**config.mk**
```make
export PLATFORM = sky130hd
export DESIGN_NAME = fp_mul_pipe
export DESIGN_NICKNAME = d
export VERILOG_FILES = /design/src/rtl/fp_mul_pipe.sv
export SDC_FILE = /design/constraint.sdc
export NUM_CORES = 1
export LEC_CHECK = 0
export ABC_CLOCK_PERIOD_IN_PS = 7400
export BUFFER_PORTS_ARGS = -buffer_cell sky130_fd_sc_hd__buf_2
export CELL_PAD_IN_SITES_DETAIL_PLACEMENT = 1
export CELL_PAD_IN_SITES_GLOBAL_PLACEMENT = 2
export CORE_MARGIN = 3
export CORE_UTILIZATION = 38
export DETAILED_ROUTE_END_ITERATION = 7
export GPL_TIMING_DRIVEN = 0
export PLACE_DENSITY = 0.9
export SYNTH_ARGS = -nofsm -noshare
export SYNTH_HDL_FRONTEND = slang
export SYNTH_SLANG_ARGS = --single-unit
```
**constraint.sdc**
```tcl
create_clock -name clk -period 7.4 [get_ports clk]
set_input_delay 1.48 -clock clk [delete_from_list [all_inputs] [get_ports clk]]
set_output_delay 1.48 -clock clk [all_outputs]
set_load 0.005 [all_outputs]
```
**src/rtl/fp_mul_pipe.sv**
```systemverilog
// Two-stage pipelined minifloat multiplier with valid/ready flow control.
// Stage 1 unpacks and multiplies; stage 2 normalises, rounds, packs and raises flags.
module fp_mul_pipe #(
    parameter int unsigned EXP_W = 4,
    parameter int unsigned MAN_W = 3,
    parameter bit          SAT   = 1'b1
) (
    input  logic                   clk,
    input  logic                   rst_n,
    input  logic                   in_valid,
    output logic                   in_ready,
    input  logic [EXP_W+MAN_W:0]   a,
    input  logic [EXP_W+MAN_W:0]   b,
    input  logic                   rnd_mode,
    output logic                   out_valid,
    input  logic                   out_ready,
    output logic [EXP_W+MAN_W:0]   result,
    output logic [3:0]             flags
);
    localparam int unsigned W  = 1 + EXP_W + MAN_W;
    localparam int unsigned PW = 2 * (MAN_W + 1);
    localparam int unsigned XW = EXP_W + 2;
    localparam int          BIAS = (1 << (EXP_W - 1)) - 1;
    localparam logic [EXP_W-1:0]    EMAX    = '1;
    localparam logic [EXP_W-1:0]    EMAX_M1 = EMAX - 1'b1;
    localparam logic signed [XW-1:0] BIAS_X = XW'(BIAS);
    localparam logic signed [XW-1:0] EMAX_X = XW'((1 << EXP_W) - 1);

    typedef enum logic [1:0] {ClsNorm, ClsZero, ClsInf, ClsNan} cls_e;

    logic                    w_advance;
    logic [EXP_W-1:0]        w_ea, w_eb;
    logic [MAN_W-1:0]        w_fa, w_fb;
    logic                    w_a_zero, w_b_zero, w_a_inf, w_b_inf, w_a_nan, w_b_nan;
    cls_e                    w_cls;
    logic                    w_nv;
    logic signed [XW-1:0]    w_exp_sum;
    logic [PW-1:0]           w_prod;

    logic                    r_s1_valid, r_s1_sign, r_s1_rnd, r_s1_nv;
    cls_e                    r_s1_cls;
    logic signed [XW-1:0]    r_s1_exp;
    logic [PW-1:0]           r_s1_prod;

    logic                    r_out_valid;
    logic [W-1:0]            r_result;
    logic [3:0]              r_flags;

    assign w_advance = !r_out_valid || out_ready;
    assign in_ready  = w_advance;
    assign out_valid = r_out_valid;
    assign result    = r_result;
    assign flags     = r_flags;

    // Stage 1: unpack, classify, exponent sum and significand product
    assign w_ea      = a[W-2:MAN_W];
    assign w_eb      = b[W-2:MAN_W];
    assign w_fa      = a[MAN_W-1:0];
    assign w_fb      = b[MAN_W-1:0];
    assign w_a_zero  = (w_ea == '0);
    assign w_b_zero  = (w_eb == '0);
    assign w_a_inf   = (w_ea == EMAX) && (w_fa == '0);
    assign w_b_inf   = (w_eb == EMAX) && (w_fb == '0);
    assign w_a_nan   = (w_ea == EMAX) && (w_fa != '0);
    assign w_b_nan   = (w_eb == EMAX) && (w_fb != '0);
    assign w_exp_sum = signed'({2'b00, w_ea}) + signed'({2'b00, w_eb}) - BIAS_X;
    assign w_prod    = PW'({1'b1, w_fa}) * PW'({1'b1, w_fb});

    always_comb begin
        w_cls = ClsNorm;
        w_nv  = 1'b0;
        if (w_a_nan || w_b_nan) begin
            w_cls = ClsNan;
        end else if ((w_a_inf || w_b_inf) && (w_a_zero || w_b_zero)) begin
            w_cls = ClsNan;
            w_nv  = 1'b1;
        end else if (w_a_inf || w_b_inf) begin
            w_cls = ClsInf;
        end else if (w_a_zero || w_b_zero) begin
            w_cls = ClsZero;
        end
    end

    // Stage 2: normalise so the leading one is implicit, then round
    logic                 w_top, w_guard, w_sticky, w_inc, w_inexact, w_uf, w_of;
    logic [PW-2:0]        w_norm;
    logic [MAN_W-1:0]     w_mant;
    logic [MAN_W:0]       w_mant_r;
    logic signed [XW-1:0] w_exp_n, w_exp_r;
    logic [W-1:0]         w_res;
    logic [3:0]           w_flg;

    assign w_top     = r_s1_prod[PW-1];
    assign w_norm    = w_top ? r_s1_prod[PW-2:0] : {r_s1_prod[PW-3:0], 1'b0};
    assign w_mant    = w_norm[PW-2 -: MAN_W];
    assign w_guard   = w_norm[PW-2-MAN_W];
    assign w_sticky  = |w_norm[PW-3-MAN_W:0];
    assign w_inexact = w_guard || w_sticky;
    assign w_inc     = !r_s1_rnd && w_guard && (w_sticky || w_mant[0]);
    assign w_mant_r  = {1'b0, w_mant} + {{MAN_W{1'b0}}, w_inc};
    assign w_exp_n   = r_s1_exp + signed'({{(XW-1){1'b0}}, w_top});
    assign w_exp_r   = w_exp_n + signed'({{(XW-1){1'b0}}, w_mant_r[MAN_W]});
    assign w_uf      = w_exp_n[XW-1] || (w_exp_n == '0);
    assign w_of      = !w_exp_r[XW-1] && (w_exp_r >= EMAX_X);

    always_comb begin
        w_res = '0;
        w_flg = 4'b0000;
        case (r_s1_cls)
            ClsNan: begin
                w_res = {1'b0, EMAX, 1'b1, {(MAN_W-1){1'b0}}};
                w_flg = {r_s1_nv, 3'b000};
            end
            ClsInf:  w_res = {r_s1_sign, EMAX, {MAN_W{1'b0}}};
            ClsZero: w_res = {r_s1_sign, {(W-1){1'b0}}};
            default: begin
                if (w_uf) begin
                    w_res = {r_s1_sign, {(W-1){1'b0}}};
                    w_flg = 4'b0011;
                end else if (w_of) begin
                    w_flg = 4'b0101;
                    if (SAT) w_res = {r_s1_sign, EMAX_M1, {MAN_W{1'b1}}};
                    else     w_res = {r_s1_sign, EMAX, {MAN_W{1'b0}}};
                end else begin
                    w_res = {r_s1_sign, w_exp_r[EXP_W-1:0], w_mant_r[MAN_W-1:0]};
                    w_flg = {3'b000, w_inexact};
                end
            end
        endcase
    end

    always_ff @(posedge clk or negedge rst_n) begin
        if (!rst_n) begin
            r_s1_valid  <= 1'b0;
            r_s1_sign   <= 1'b0;
            r_s1_rnd    <= 1'b0;
            r_s1_nv     <= 1'b0;
            r_s1_cls    <= ClsNorm;
            r_s1_exp    <= '0;
            r_s1_prod   <= '0;
            r_out_valid <= 1'b0;
            r_result    <= '0;
            r_flags     <= '0;
        end else if (w_advance) begin
            r_s1_valid  <= in_valid;
            r_out_valid <= r_s1_valid;
            if (in_valid) begin
                r_s1_sign <= a[W-1] ^ b[W-1];
                r_s1_rnd  <= rnd_mode;
                r_s1_nv   <= w_nv;
                r_s1_cls  <= w_cls;
                r_s1_exp  <= w_exp_sum;
                r_s1_prod <= w_prod;
            end
            if (r_s1_valid) begin
                r_result <= w_res;
                r_flags  <= w_flg;
            end
        end
    end
endmodule

```
==> results.md <==
Worst setup path:
- The kind of launch point of the worst setup path is an input port.
- The cell with the biggest individual delay on the critical path is fa_1.
- The setup path with the least slack is of type in -> reg.
- STA classifies the critical path endpoint as a flip-flop.
- In this design, the stage delay of the slowest critical-path cell is 0.51 ns.
- The signal on the critical path passes through buf_2 > nand2_1 > fa_1 > inv_1 > fa_1 > ha_1 > a21o_1 > a21o_1 > a21oi_1 > o21bai_1 > xnor2_1 > o21ai_0.
- The startpoint identified for the worst register-to-register timing path is r_s1_prod[7].
- Counting both buffers and inverters, the worst setup path holds a total of 2.
- Along the worst path, the maximum fanout reaches 5.
- In this run the critical register-to-register path is captured at result[4].
- At the worst endpoint, the required time is 7.55 ns.
- The number of cells on the critical path is 12.
- Measured in cells, the most critical reg-to-reg path has a length of 11.
- The arrival time of the worst setup path is 4.00 ns.
- The cell family with the largest share of critical-path delay is adder cells.
- Setup slack on the worst reg-to-reg path comes out at about 4.4 ns.

Clocking:
- The number of buffers on the longest clock path is 2.
- The clock tree synthesis step divided the H-tree into 2 levels.
- The post-CTS setup buffer count is 0.
- The clock sink count is 33.
- The number of gates resized after CTS was 0.
- The clock-pin slew reported for the worst setup and hold paths after clock tree synthesis is 0.07 ns.
- The tree is rooted in a clkbuf_8.
- For this design, the CTS-stage hold fixing added 0 buffers.
- TritonCTS built the clock tree.
- The number of clock buffers added by TritonCTS is 5.
- The clock network latency to the later pin of the worst-skew pair is 0.29 ns.

Die:
- The placement row count is 28.
- In this run the standard cell core region covers 5990 um2.
- The x dimension of the die is 85.0 um.
- 35 I/O pins were placed.
- The initial utilization of the core area, before any placement, comes to 0.396.
- The die covers 7230 um2.
- Measured along the y axis, the die boundary spans ~85 um.

Synthesis:
- The synthesized netlist cell count is between 200 and 300.
- The synthesized design contains 0 enable-type register cells.
- Counting distinct cell types in the post-synthesis netlist gives 45.
- The share of the Yosys chip area taken by registers is 0.348.
- The largest area contributor in the synthesized netlist is dfrtp_1.
- The total of flip-flops plus latches after synthesis is 33.
- The average instance in the mapped netlist occupies between 9 and 10 um2.
- By count the netlist is led by dfrtp_1, nand2_1, ha_1.
- After synthesis, the cell types taking the most area are dfrtp_1, ha_1, fa_1.
- After synthesis, the largest family of logic cells by area is adder cells.
- The synthesized netlist occupies a cell area of between 2000 and 2500 um2.
- Of the post-synthesis cell area, the dominant cell type holds 0.348.
- The mux share of post-synthesis cell area is 0.0459.
- For this run, the leading register cell type out of synthesis is dfrtp_1.
- The number of nets in the synthesized netlist is 300.
- Of the total synthesized cell area, the portion taken by XOR and XNOR cells is 0.0474.
- During synthesis, Yosys emitted a total of 0 warnings.
- Of all flip-flops after synthesis, the portion carrying an async set or reset was 1.00.
- The adder and majority cell fraction of the synthesized area is 0.176.
- The fraction of the mapped netlist area in simple logic gates is 0.170.
- The fraction of the mapped netlist area in compound gates is 0.166.
- Among all cell types in the netlist, the one instantiated most often is dfrtp_1.

Drt:
- After the first detailed-routing iteration, the DRC count stood at 46.
- The count of nets left with antenna violations once routing finished came out at 0.
- The post-detailed-route DRC marker count is 0.
- The post-detailed-route via-to-cell ratio is approximately 5.1.
- The total routed wirelength is between 5 and 6 mm.
- The detailed router placed 1866 vias in this run.
- The first detailed-routing pass took 4 iterations.
- The per-cell routed wire length is around 14 um.

Power and ir drop:
- The overall power is 762 uW.
- Power spread over the standard cell area amounts to 275 nW/um2.
- The standby leakage power is about 1.4 nW.
- The worst-case IR drop observed on VDD is 0.137 mV.

Placement:
- The number of input and output port buffers inserted is 34.
- The final weighted congestion in routability-driven placement is between 0.7 and 0.8.
- The post-place setup slack is around 3.3 ns.
- Detailed placement ended at an HPWL of 4.17 mm.

STA:
- The final count of hold timing violations is 0.
- The clock arrives with between 0.001 and 0.0015 ns of skew.
- For this run, the top clock speed supported by timing is approximately 0.26 GHz.
- The relative max-transition margin is 0.510.
- The number of max-slew violations in the final report is 0.
- The final clock period utilization by the worst path is 0.520.
- Setup repair after global routing left no endpoint under its margin.
- On the final layout, the worst hold slack is 0.467 ns.
- The setup TNS is 0 ns.
- The final setup violation count is 0.
- The final critical-path required period is roughly 3.8 ns.
- The worst-margin pin slew is approximately 0.73 ns.
- The least setup slack across all paths after layout is 3.55 ns.

Layout:
- Of the cells placed in the final design, the portion with a size suffix greater than 1 is 0.216.
- Relative to the synthesized area, the layout overhead comes to 16.8%.
- Fill cells in the final layout number 706.
- The number of antenna repair diodes is 0.
- The number of nets in the final layout is approximately 340.

Hold path:
- The startpoint identified for the worst hold timing path is result[7].
- The number of stages on the worst hold path is 2.
- The path with the worst hold slack has its endpoint at result[7].
- The path category of the worst min-delay check is reg -> reg.

Flow run:
- Across the run, the number of max-cap violations was 0.

Status:
- The run finished with clean final reports.

GRT:
- Entering global routing, the biggest net connects 34 pins.
- For this run, the total global-route usage over all layers was measured as 0.159.
- The global-route wire length before repair is 9.24 mm.
- Global routing finished with a remaining overflow of 0.
- The initial antenna violation count is 0.
- The number of global-route vias before repair is 1981.
[report_power, final]
group / internal (mW) / switching [mW]
Combinational: 0.139 / 0.151
Sequential: 0.232 / 0.0392
Clock: 0.134 / 0.0679
[layout by cell type (no fill, tap or decap), types with 2 or more instances in the layout]
master      n
buf_2      36
dfrtp_1    33
nand2_1    32
ha_1       23
inv_1      20
nor2_1     17
o21ai_0    17
a21oi_1     9
xnor2_1     8
mux2_2      7
a21o_1      6
nor3_1      6
fa_1        6
clkbuf_1    5
and2_1      5
nand2b_1    5
nand3_1     5
clkbuf_8    5
a22o_1      4
mux2i_1     3
xor2_1      3
nand4_1     3
nand3b_1    3
a211oi_2    3
o22ai_1     2
nor4_1      2
a211oi_1    2
bufinv_16   2
[per-stage QoR]
stage	area, um2	util	cells
6_report	2770	0.463	367
2_1_floorplan	2370	-	250
4_1_cts	2770	0.463	367
3_5_place_dp	2640	0.440	359
3_3_place_gp	2640	0.440	359
5_1_grt	2770	0.463	367
[kinds of logic (layout without fill, tap and decap cells)]
logic type / Yosys count / after routing
flops: 33 / 33
compound gates: 53 / 53
mux: 10 / 10
simple gates: 84 / 84
xor+xnor: 12 / 12
buf+inv: 28 / 70
fa+ha+maj: 30 / 30
[worst reg2reg max path: stages (launching register included)]
cell	delay, ns
dfrtp_1	0.36
clkbuf_1	0.33
mux2_2	0.38
and3_1	0.19
ha_1	0.19
ha_1	0.25
maj3_1	0.37
nand2_1	0.07
a32oi_1	0.10
a32o_2	0.29
and2_4	0.17
a211oi_2	0.20
[final cells by class]
cell class | count | area, um2 | area share
Buffer | 8 | 36.3 | 0.0131
Clock buffer | 5 | 68.8 | 0.0248
Clock inverter | 3 | 65.1 | 0.0235
Inverter | 20 | 75.1 | 0.0271
Multi-Input combinational cell | 189 | 1440 | 0.518
Sequential cell | 33 | 826 | 0.298
Tap cell | 75 | 93.8 | 0.0339
Timing Repair Buffer | 34 | 170 | 0.0614
[layer usage]
layer / vias up / track usage / wire, um
met1: 868 / 0.201 / 2280
met4: 0 / 0.0532 / 72
li1: 950 / - / -
met5: - / 0 / 0
met3: 7 / 0.0350 / 261
met2: 41 / 0.269 / 2450
[sequential cells by signal, indices dropped and copies added (netlist names), 2 cells and up]
name / count
r_s1_prod: 8
flags: 4
r_s1_exp: 6
r_s1_cls: 2
result: 8
[how the worst max path moves through the flow]
stage	start	to	slack, ns
floorplan	a[0]	r_s1_prod[7]	3.68
global placement	b[2]	r_s1_prod[7]	3.35
CTS	b[2]	r_s1_prod[7]	3.53
finish	b[2]	r_s1_prod[7]	3.55
detailed placement	b[2]	r_s1_prod[7]	3.31
global route	b[2]	r_s1_prod[7]	3.42
Note: power is estimated with default switching activity, not from simulation.
